[config.mk]
export PLATFORM = sky130hd
export DESIGN_NAME = block_transfer_sequencer
export DESIGN_NICKNAME = d
export VERILOG_FILES = /design/src/rtl/block_transfer_sequencer.sv
export SDC_FILE = /design/constraint.sdc
export NUM_CORES = 1
export LEC_CHECK = 0
export CORE_MARGIN = 4
export CORE_UTILIZATION = 25
export DETAILED_ROUTE_END_ITERATION = 16
export PLACE_DENSITY = 0.47
export SETUP_SLACK_MARGIN = 0.3
export SYNTH_ARGS = -nofsm -noshare
export SYNTH_HDL_FRONTEND = slang
export SYNTH_SLANG_ARGS = --single-unit
[constraint.sdc]
create_clock -name clk -period 11.6 [get_ports clk]
set_clock_uncertainty 0.15 [all_clocks]
set_input_delay 1.74 -clock clk [delete_from_list [all_inputs] [get_ports clk]]
set_output_delay 1.74 -clock clk [all_outputs]
set_load 0.05 [all_outputs]
[src/rtl/block_transfer_sequencer.sv]
// LDM/STM block-transfer sequencer: walks a register list and runs one memory word
// transfer per listed register, then optionally writes the final base back.
module block_transfer_sequencer #(
  parameter int WORD_BYTES = 4,
  parameter int LIST_W     = 16,
  localparam int IDX_W     = $clog2(LIST_W),
  localparam int CNT_W     = $clog2(LIST_W + 1)
) (
  input  logic              clk,
  input  logic              rst,
  input  logic              start,
  input  logic              is_load,
  input  logic [LIST_W-1:0] reg_list,
  input  logic [31:0]       base_addr,
  input  logic [IDX_W-1:0]  base_reg,
  input  logic              up,
  input  logic              pre,
  input  logic              writeback,
  output logic [IDX_W-1:0]  rf_src,
  input  logic [31:0]       rf_data,
  output logic              mem_read_en,
  output logic              mem_write_en,
  output logic [31:0]       mem_addr,
  output logic [31:0]       mem_wdata,
  input  logic [31:0]       mem_rdata,
  input  logic              mem_ready,
  output logic              WB_EN,
  output logic [IDX_W-1:0]  WB_Dest,
  output logic [31:0]       WB_Res,
  output logic              busy,
  output logic              done
);

  typedef enum logic [1:0] {IDLE, XFER, BASE_WB, DONE} state_t;

  localparam logic [31:0] STEP = 32'(WORD_BYTES);

  state_t              state_q, state_d;
  logic [LIST_W-1:0]   pend_q, pend_d, list_q, list_d;
  logic [IDX_W-1:0]    rf_src_q, rf_src_d, base_reg_q, base_reg_d;
  logic [IDX_W-1:0]    wb_dest_q, wb_dest_d;
  logic [31:0]         addr_q, addr_d, final_q, final_d, wb_res_q, wb_res_d;
  logic                rd_en_q, rd_en_d, wr_en_q, wr_en_d;
  logic                wb_en_q, wb_en_d, busy_q, busy_d, done_q, done_d;
  logic                is_load_q, is_load_d, wb_q, wb_d, bw_sent_q, bw_sent_d;

  logic [LIST_W-1:0]   rem;
  logic [31:0]         span;

  function automatic logic [IDX_W-1:0] lowest(input logic [LIST_W-1:0] v);
    logic [IDX_W-1:0] r;
    r = '0;
    for (int i = LIST_W - 1; i >= 0; i--) begin
      if (v[i]) r = IDX_W'(i);
    end
    return r;
  endfunction

  function automatic logic [CNT_W-1:0] popcount(input logic [LIST_W-1:0] v);
    logic [CNT_W-1:0] c;
    c = '0;
    for (int i = 0; i < LIST_W; i++) begin
      c = c + CNT_W'(v[i]);
    end
    return c;
  endfunction

  always_comb begin
    state_d    = state_q;
    pend_d     = pend_q;
    list_d     = list_q;
    rf_src_d   = rf_src_q;
    base_reg_d = base_reg_q;
    addr_d     = addr_q;
    final_d    = final_q;
    rd_en_d    = rd_en_q;
    wr_en_d    = wr_en_q;
    is_load_d  = is_load_q;
    wb_d       = wb_q;
    bw_sent_d  = bw_sent_q;
    busy_d     = busy_q;
    wb_en_d    = 1'b0;
    wb_dest_d  = wb_dest_q;
    wb_res_d   = wb_res_q;
    done_d     = 1'b0;
    span       = 32'(popcount(reg_list)) * STEP;
    rem        = pend_q & ~(LIST_W'(1) << rf_src_q);

    case (state_q)
      IDLE: begin
        if (start) begin
          list_d     = reg_list;
          pend_d     = reg_list;
          is_load_d  = is_load;
          wb_d       = writeback;
          base_reg_d = base_reg;
          busy_d     = 1'b1;
          final_d    = up ? base_addr + span : base_addr - span;
          case ({up, pre})
            2'b10:   addr_d = base_addr;
            2'b11:   addr_d = base_addr + STEP;
            2'b00:   addr_d = base_addr - span + STEP;
            default: addr_d = base_addr - span;
          endcase
          if (reg_list == '0) begin
            state_d = DONE;
            done_d  = 1'b1;
          end else begin
            state_d  = XFER;
            rd_en_d  = is_load;
            wr_en_d  = !is_load;
            rf_src_d = lowest(reg_list);
          end
        end
      end

      XFER: begin
        if (mem_ready) begin
          pend_d = rem;
          addr_d = addr_q + STEP;
          if (is_load_q) begin
            wb_en_d   = 1'b1;
            wb_dest_d = rf_src_q;
            wb_res_d  = mem_rdata;
          end
          if (rem == '0) begin
            rd_en_d = 1'b0;
            wr_en_d = 1'b0;
            if (wb_q && !(is_load_q && list_q[base_reg_q])) begin
              state_d = BASE_WB;
              // A load's final write-back occupies WB_EN next cycle, so the base write waits.
              if (!is_load_q) begin
                wb_en_d   = 1'b1;
                wb_dest_d = base_reg_q;
                wb_res_d  = final_q;
              end
              bw_sent_d = !is_load_q;
            end else begin
              state_d = DONE;
              done_d  = 1'b1;
            end
          end else begin
            rf_src_d = lowest(rem);
          end
        end
      end

      BASE_WB: begin
        if (!bw_sent_q) begin
          wb_en_d   = 1'b1;
          wb_dest_d = base_reg_q;
          wb_res_d  = final_q;
          bw_sent_d = 1'b1;
        end else begin
          state_d = DONE;
          done_d  = 1'b1;
        end
      end

      default: begin
        state_d = IDLE;
        busy_d  = 1'b0;
      end
    endcase
  end

  always_ff @(posedge clk or posedge rst) begin
    if (rst) begin
      state_q    <= IDLE;
      pend_q     <= '0;
      list_q     <= '0;
      rf_src_q   <= '0;
      base_reg_q <= '0;
      addr_q     <= '0;
      final_q    <= '0;
      rd_en_q    <= 1'b0;
      wr_en_q    <= 1'b0;
      is_load_q  <= 1'b0;
      wb_q       <= 1'b0;
      bw_sent_q  <= 1'b0;
      busy_q     <= 1'b0;
      wb_en_q    <= 1'b0;
      wb_dest_q  <= '0;
      wb_res_q   <= '0;
      done_q     <= 1'b0;
    end else begin
      state_q    <= state_d;
      pend_q     <= pend_d;
      list_q     <= list_d;
      rf_src_q   <= rf_src_d;
      base_reg_q <= base_reg_d;
      addr_q     <= addr_d;
      final_q    <= final_d;
      rd_en_q    <= rd_en_d;
      wr_en_q    <= wr_en_d;
      is_load_q  <= is_load_d;
      wb_q       <= wb_d;
      bw_sent_q  <= bw_sent_d;
      busy_q     <= busy_d;
      wb_en_q    <= wb_en_d;
      wb_dest_q  <= wb_dest_d;
      wb_res_q   <= wb_res_d;
      done_q     <= done_d;
    end
  end

  assign rf_src       = rf_src_q;
  assign mem_read_en  = rd_en_q;
  assign mem_write_en = wr_en_q;
  assign mem_addr     = addr_q;
  assign mem_wdata    = rf_data;
  assign WB_EN        = wb_en_q;
  assign WB_Dest      = wb_dest_q;
  assign WB_Res       = wb_res_q;
  assign busy         = busy_q;
  assign done         = done_q;

endmodule

==> impl_metrics.yaml <==
timing:
  layout_setup_ws_ns: 2.270
  finalCritPeriodShare_pct: 80.43
  max_slew.worst_pin.slew_ns: 1.175
  timing.final.hold_violations: 0
  total_setup_violations_reported_at_the_end_of_the_flow: 0
  tightest_hold_margin_ns: 0.3290
  setup_total_negative_slack_ns: 0
  grt_setup_unrepaired: "false"
  final.min_clock_period_ns: 9.330
  slew_headroom_pct: 20.43
  max_clock_freq_mhz: 107.2
  timing_max_transition_violations_final: 0
floorplan:
  placement_rows: 79
  design.portCount: 233
  die_x_um: 226.4
  core_region_area_sq_um: 46850
  initial_utilization_pct: 25.46
  floorplan.die_area_sq_um: 51280
  die_height_um: 226.4
synth:
  postSynth.topFlopCell: "sky130_fd_sc_hd__dfrtp_1"
  yosys_warnings: 0
  post_synth_inst_count: 1500
  synth_area_sq_um: 11930
  post_synth.cell_area_avg_sq_um: 7.953
  synth_async_sr_flop_share_pct: 100.0
  post_synth_edffs: 0
  yosys_register_bits: 150
  synth_seq_area_share_pct: 31.47
  synth_nets: 1663
  synth.distinct_cells: 88
cts:
  total_number_of_h_tree_levels: 4
  post_cts_setup_driven_buffer_insertion_count: 0
  tritoncts_sinks: 150
  tritoncts_clock_tree: "built"
  post_cts_resize_count: 0
  cts_hold_repair.buffers: 0
  clkLatencyLatePin_ns: 0.45
  cts.clk_slew.worst_paths_ns: 0.07
  tritoncts_buffers: 17
  cts.path.max_buffers: 2
  cts_root_buf: "sky130_fd_sc_hd__clkbuf_16"
pwr:
  total_leakage_power_uw: 0.005586
  power_switching_share_pct: 50.64
  power_report.internal_total_uw: 2040
  relative_contribution_of_combinational_cells_to_total_power_pct: 59.9
  pwr-share-seq_pct: 24.9
  ir_worst_vdd_v: 0.0001159
  pwr-share-clk_pct: 15.2
  p_sw_uw: 2093
  power-per-cell-area_nw_per_um2: 285.1
worst_setup_path:
  critical_path.startpoint_type: "primary input"
  critical_path_class: "in -> reg"
  worst-path-max-fanout: 8
  worst_r2r_path_depth: 9
  critical_path_arrival_ns: 9.51
  r2r_setup_slack_ns: 7.20
  required_worst_endpoint_ns: 11.78
  setup.worst_path.end_class: "flip-flop"
global_route:
  globalRoute.totalOverflow: 0
  grt_first_pass_wirelength_mm: 70.33
  grt_util_all_layers_pct: 17.92
  antenna_found_initial: 3
  grt_max_degree: 100
  first_global_vias: 11320
placed_design:
  io_buffer_count: 168
  detailedPlacementHpwl_mm: 35.09
  placed_cell_area_sq_um: 13850
  detailedPlace.worstSlack_ns: 1.876
  gpl.final_weighted_congestion: 0.9158
drt:
  drt-initial-drc-count: 997
  drtAntennaViolNets: 0
  total_number_of_vias: 11650
  firstDrtPassIters: 5
  post_drt_wl_per_cell_um: 21.40
  drt_drc_violations_left: 0
  routed_wl_mm: 46.83
  post_drt_via_cell_ratio: 5.322
status:
  outcome: "finished clean"
hold_path:
  worst_hold_path.num_cells: 2
  hold_path.class: "reg -> reg"
layout:
  final_util_pct: 30.94
  most-common-layout-cells: "177 x sky130_fd_sc_hd__nand2_1, 168 x sky130_fd_sc_hd__clkdlybuf4s50_1, 150 x sky130_fd_sc_hd__dfrtp_1"
  mostFrequentLayoutCell: "sky130_fd_sc_hd__nand2_1"
  fin_nets: 1731
  finalInstanceArea_sq_um: 14500
  insertedDiodeCount: 0
  fill_cells: 4984
  areaGrowthSynthToFinish_pct: 21.53
  drive_above_1_share_pct: 6.641
run:
  cap_viol_max_count: 0
==> synth_stat cells, types with 14 or more instances <==
master | count | share of area, %
sky130_fd_sc_hd__a211oi_1 | 44 | 2.8
sky130_fd_sc_hd__a21o_1 | 14 | 0.88
sky130_fd_sc_hd__a21oi_1 | 79 | 3.3
sky130_fd_sc_hd__a221o_1 | 18 | 1.5
sky130_fd_sc_hd__a31oi_1 | 17 | 0.89
sky130_fd_sc_hd__and3_1 | 18 | 0.94
sky130_fd_sc_hd__buf_4 | 35 | 2.2
sky130_fd_sc_hd__clkbuf_1 | 81 | 2.5
sky130_fd_sc_hd__dfrtp_1 | 150 | 31
sky130_fd_sc_hd__ha_1 | 27 | 2.8
sky130_fd_sc_hd__inv_1 | 75 | 2.4
sky130_fd_sc_hd__mux2_2 | 16 | 1.5
sky130_fd_sc_hd__nand2_1 | 178 | 5.6
sky130_fd_sc_hd__nand3_1 | 52 | 2.2
sky130_fd_sc_hd__nand4_1 | 14 | 0.73
sky130_fd_sc_hd__nor2_1 | 124 | 3.9
sky130_fd_sc_hd__nor2b_1 | 14 | 0.73
sky130_fd_sc_hd__nor3_1 | 56 | 2.3
sky130_fd_sc_hd__nor3b_1 | 18 | 1.1
sky130_fd_sc_hd__nor4_1 | 25 | 1.3
sky130_fd_sc_hd__o21ai_0 | 128 | 5.4
sky130_fd_sc_hd__xnor2_1 | 59 | 4.3
sky130_fd_sc_hd__xor2_1 | 20 | 1.5
==> state kept, by name, indices dropped and copies added (netlist names), 2 cells and up <==
register,count
WB_Dest,4
WB_Res,32
base_reg_q,4
final_q,32
list_q,16
mem_addr,32
pend_q,16
rf_src,4
state_q,2
==> power by group through the flow <==
stage | combinational, uW | sequential, uW | clock [uW]
6_report | 2480 | 1030 | 630
5_1_grt | 2690 | 1070 | 665
4_1_cts | 2500 | 1030 | 649
3_5_place_dp | 2490 | 1040 | 0
3_3_place_gp | 2480 | 1030 | 0
2_1_floorplan | 1350 | 1380 | 0
==> cells by family after synthesis <==
| logic type | count (synthesis) | share of synthesized area (%) |
|---|---|---|
| buf+inv | 215 | 8.328 |
| xor+xnor | 79 | 5.800 |
| mux | 34 | 3.545 |
| compound gates | 411 | 22.50 |
| flops | 150 | 31.47 |
| fa+ha+maj | 39 | 4.846 |
| simple gates | 572 | 23.52 |
==> critical path, stage by stage <==
cell	delay, ns
sky130_fd_sc_hd__clkdlybuf4s50_1	0.54
sky130_fd_sc_hd__inv_1	0.11
sky130_fd_sc_hd__fa_1	0.56
sky130_fd_sc_hd__fa_1	0.46
sky130_fd_sc_hd__fa_1	0.54
sky130_fd_sc_hd__fa_1	0.51
sky130_fd_sc_hd__inv_1	0.04
sky130_fd_sc_hd__ha_1	0.20
sky130_fd_sc_hd__fa_1	0.40
sky130_fd_sc_hd__xor2_1	0.23
sky130_fd_sc_hd__inv_1	0.07
sky130_fd_sc_hd__ha_1	0.25
sky130_fd_sc_hd__o311ai_1	1.01
sky130_fd_sc_hd__nand3_1	0.28
sky130_fd_sc_hd__a222oi_1	0.62
sky130_fd_sc_hd__nand3_1	0.33
sky130_fd_sc_hd__or4b_1	0.77
sky130_fd_sc_hd__or4b_1	0.58
sky130_fd_sc_hd__a21boi_1	0.17
sky130_fd_sc_hd__o21ai_1	0.07
==> through the flow <==
stage | std cells | total power (uW)
floorplan | 1500 | 2730
global placement | 2156 | 3515
detailed placement | 2156 | 3524
CTS | 2188 | 4178
global route | 2188 | 4425
finish | 2188 | 4133
==> worst paths after layout <==
| path | start | to |
|---|---|---|
| worst min register to register | final_q[27] | final_q[27] |
| max in group asynchronous | rst | mem_addr[9] |
| min in group asynchronous | rst | WB_Res[20] |
| worst max register to register | rf_src[0] | state_q[0] |
| worst max-delay path | reg_list[5] | mem_addr[31] |
| worst min-delay path | final_q[27] | final_q[27] |
==> area by class of cell <==
cell class                 instances  area (sq um)  area share, %
clock inverter                    12         187.7          1.295
timing repair buffer             188          1832          12.63
clock buffer                      20         456.7          3.150
tap                              607         759.5          5.239
inverter                          76         290.3          2.002
multi-input combinational       1135          7218          49.79
sequential                       150          3754          25.89
==> per-layer routing <==
| metal | vias up | part of all wire [%] | track usage [%] |
|---|---|---|---|
| li1 | 5484 | - | - |
| met5 | - | 0.047 | 0 |
| met3 | 56 | 5.4 | 3.250 |
| met4 | 4 | 2.6 | 5.283 |
| met2 | 400 | 47 | 29.61 |
| met1 | 5701 | 45 | 24.05 |
Note: power is estimated with default switching activity, not from simulation.
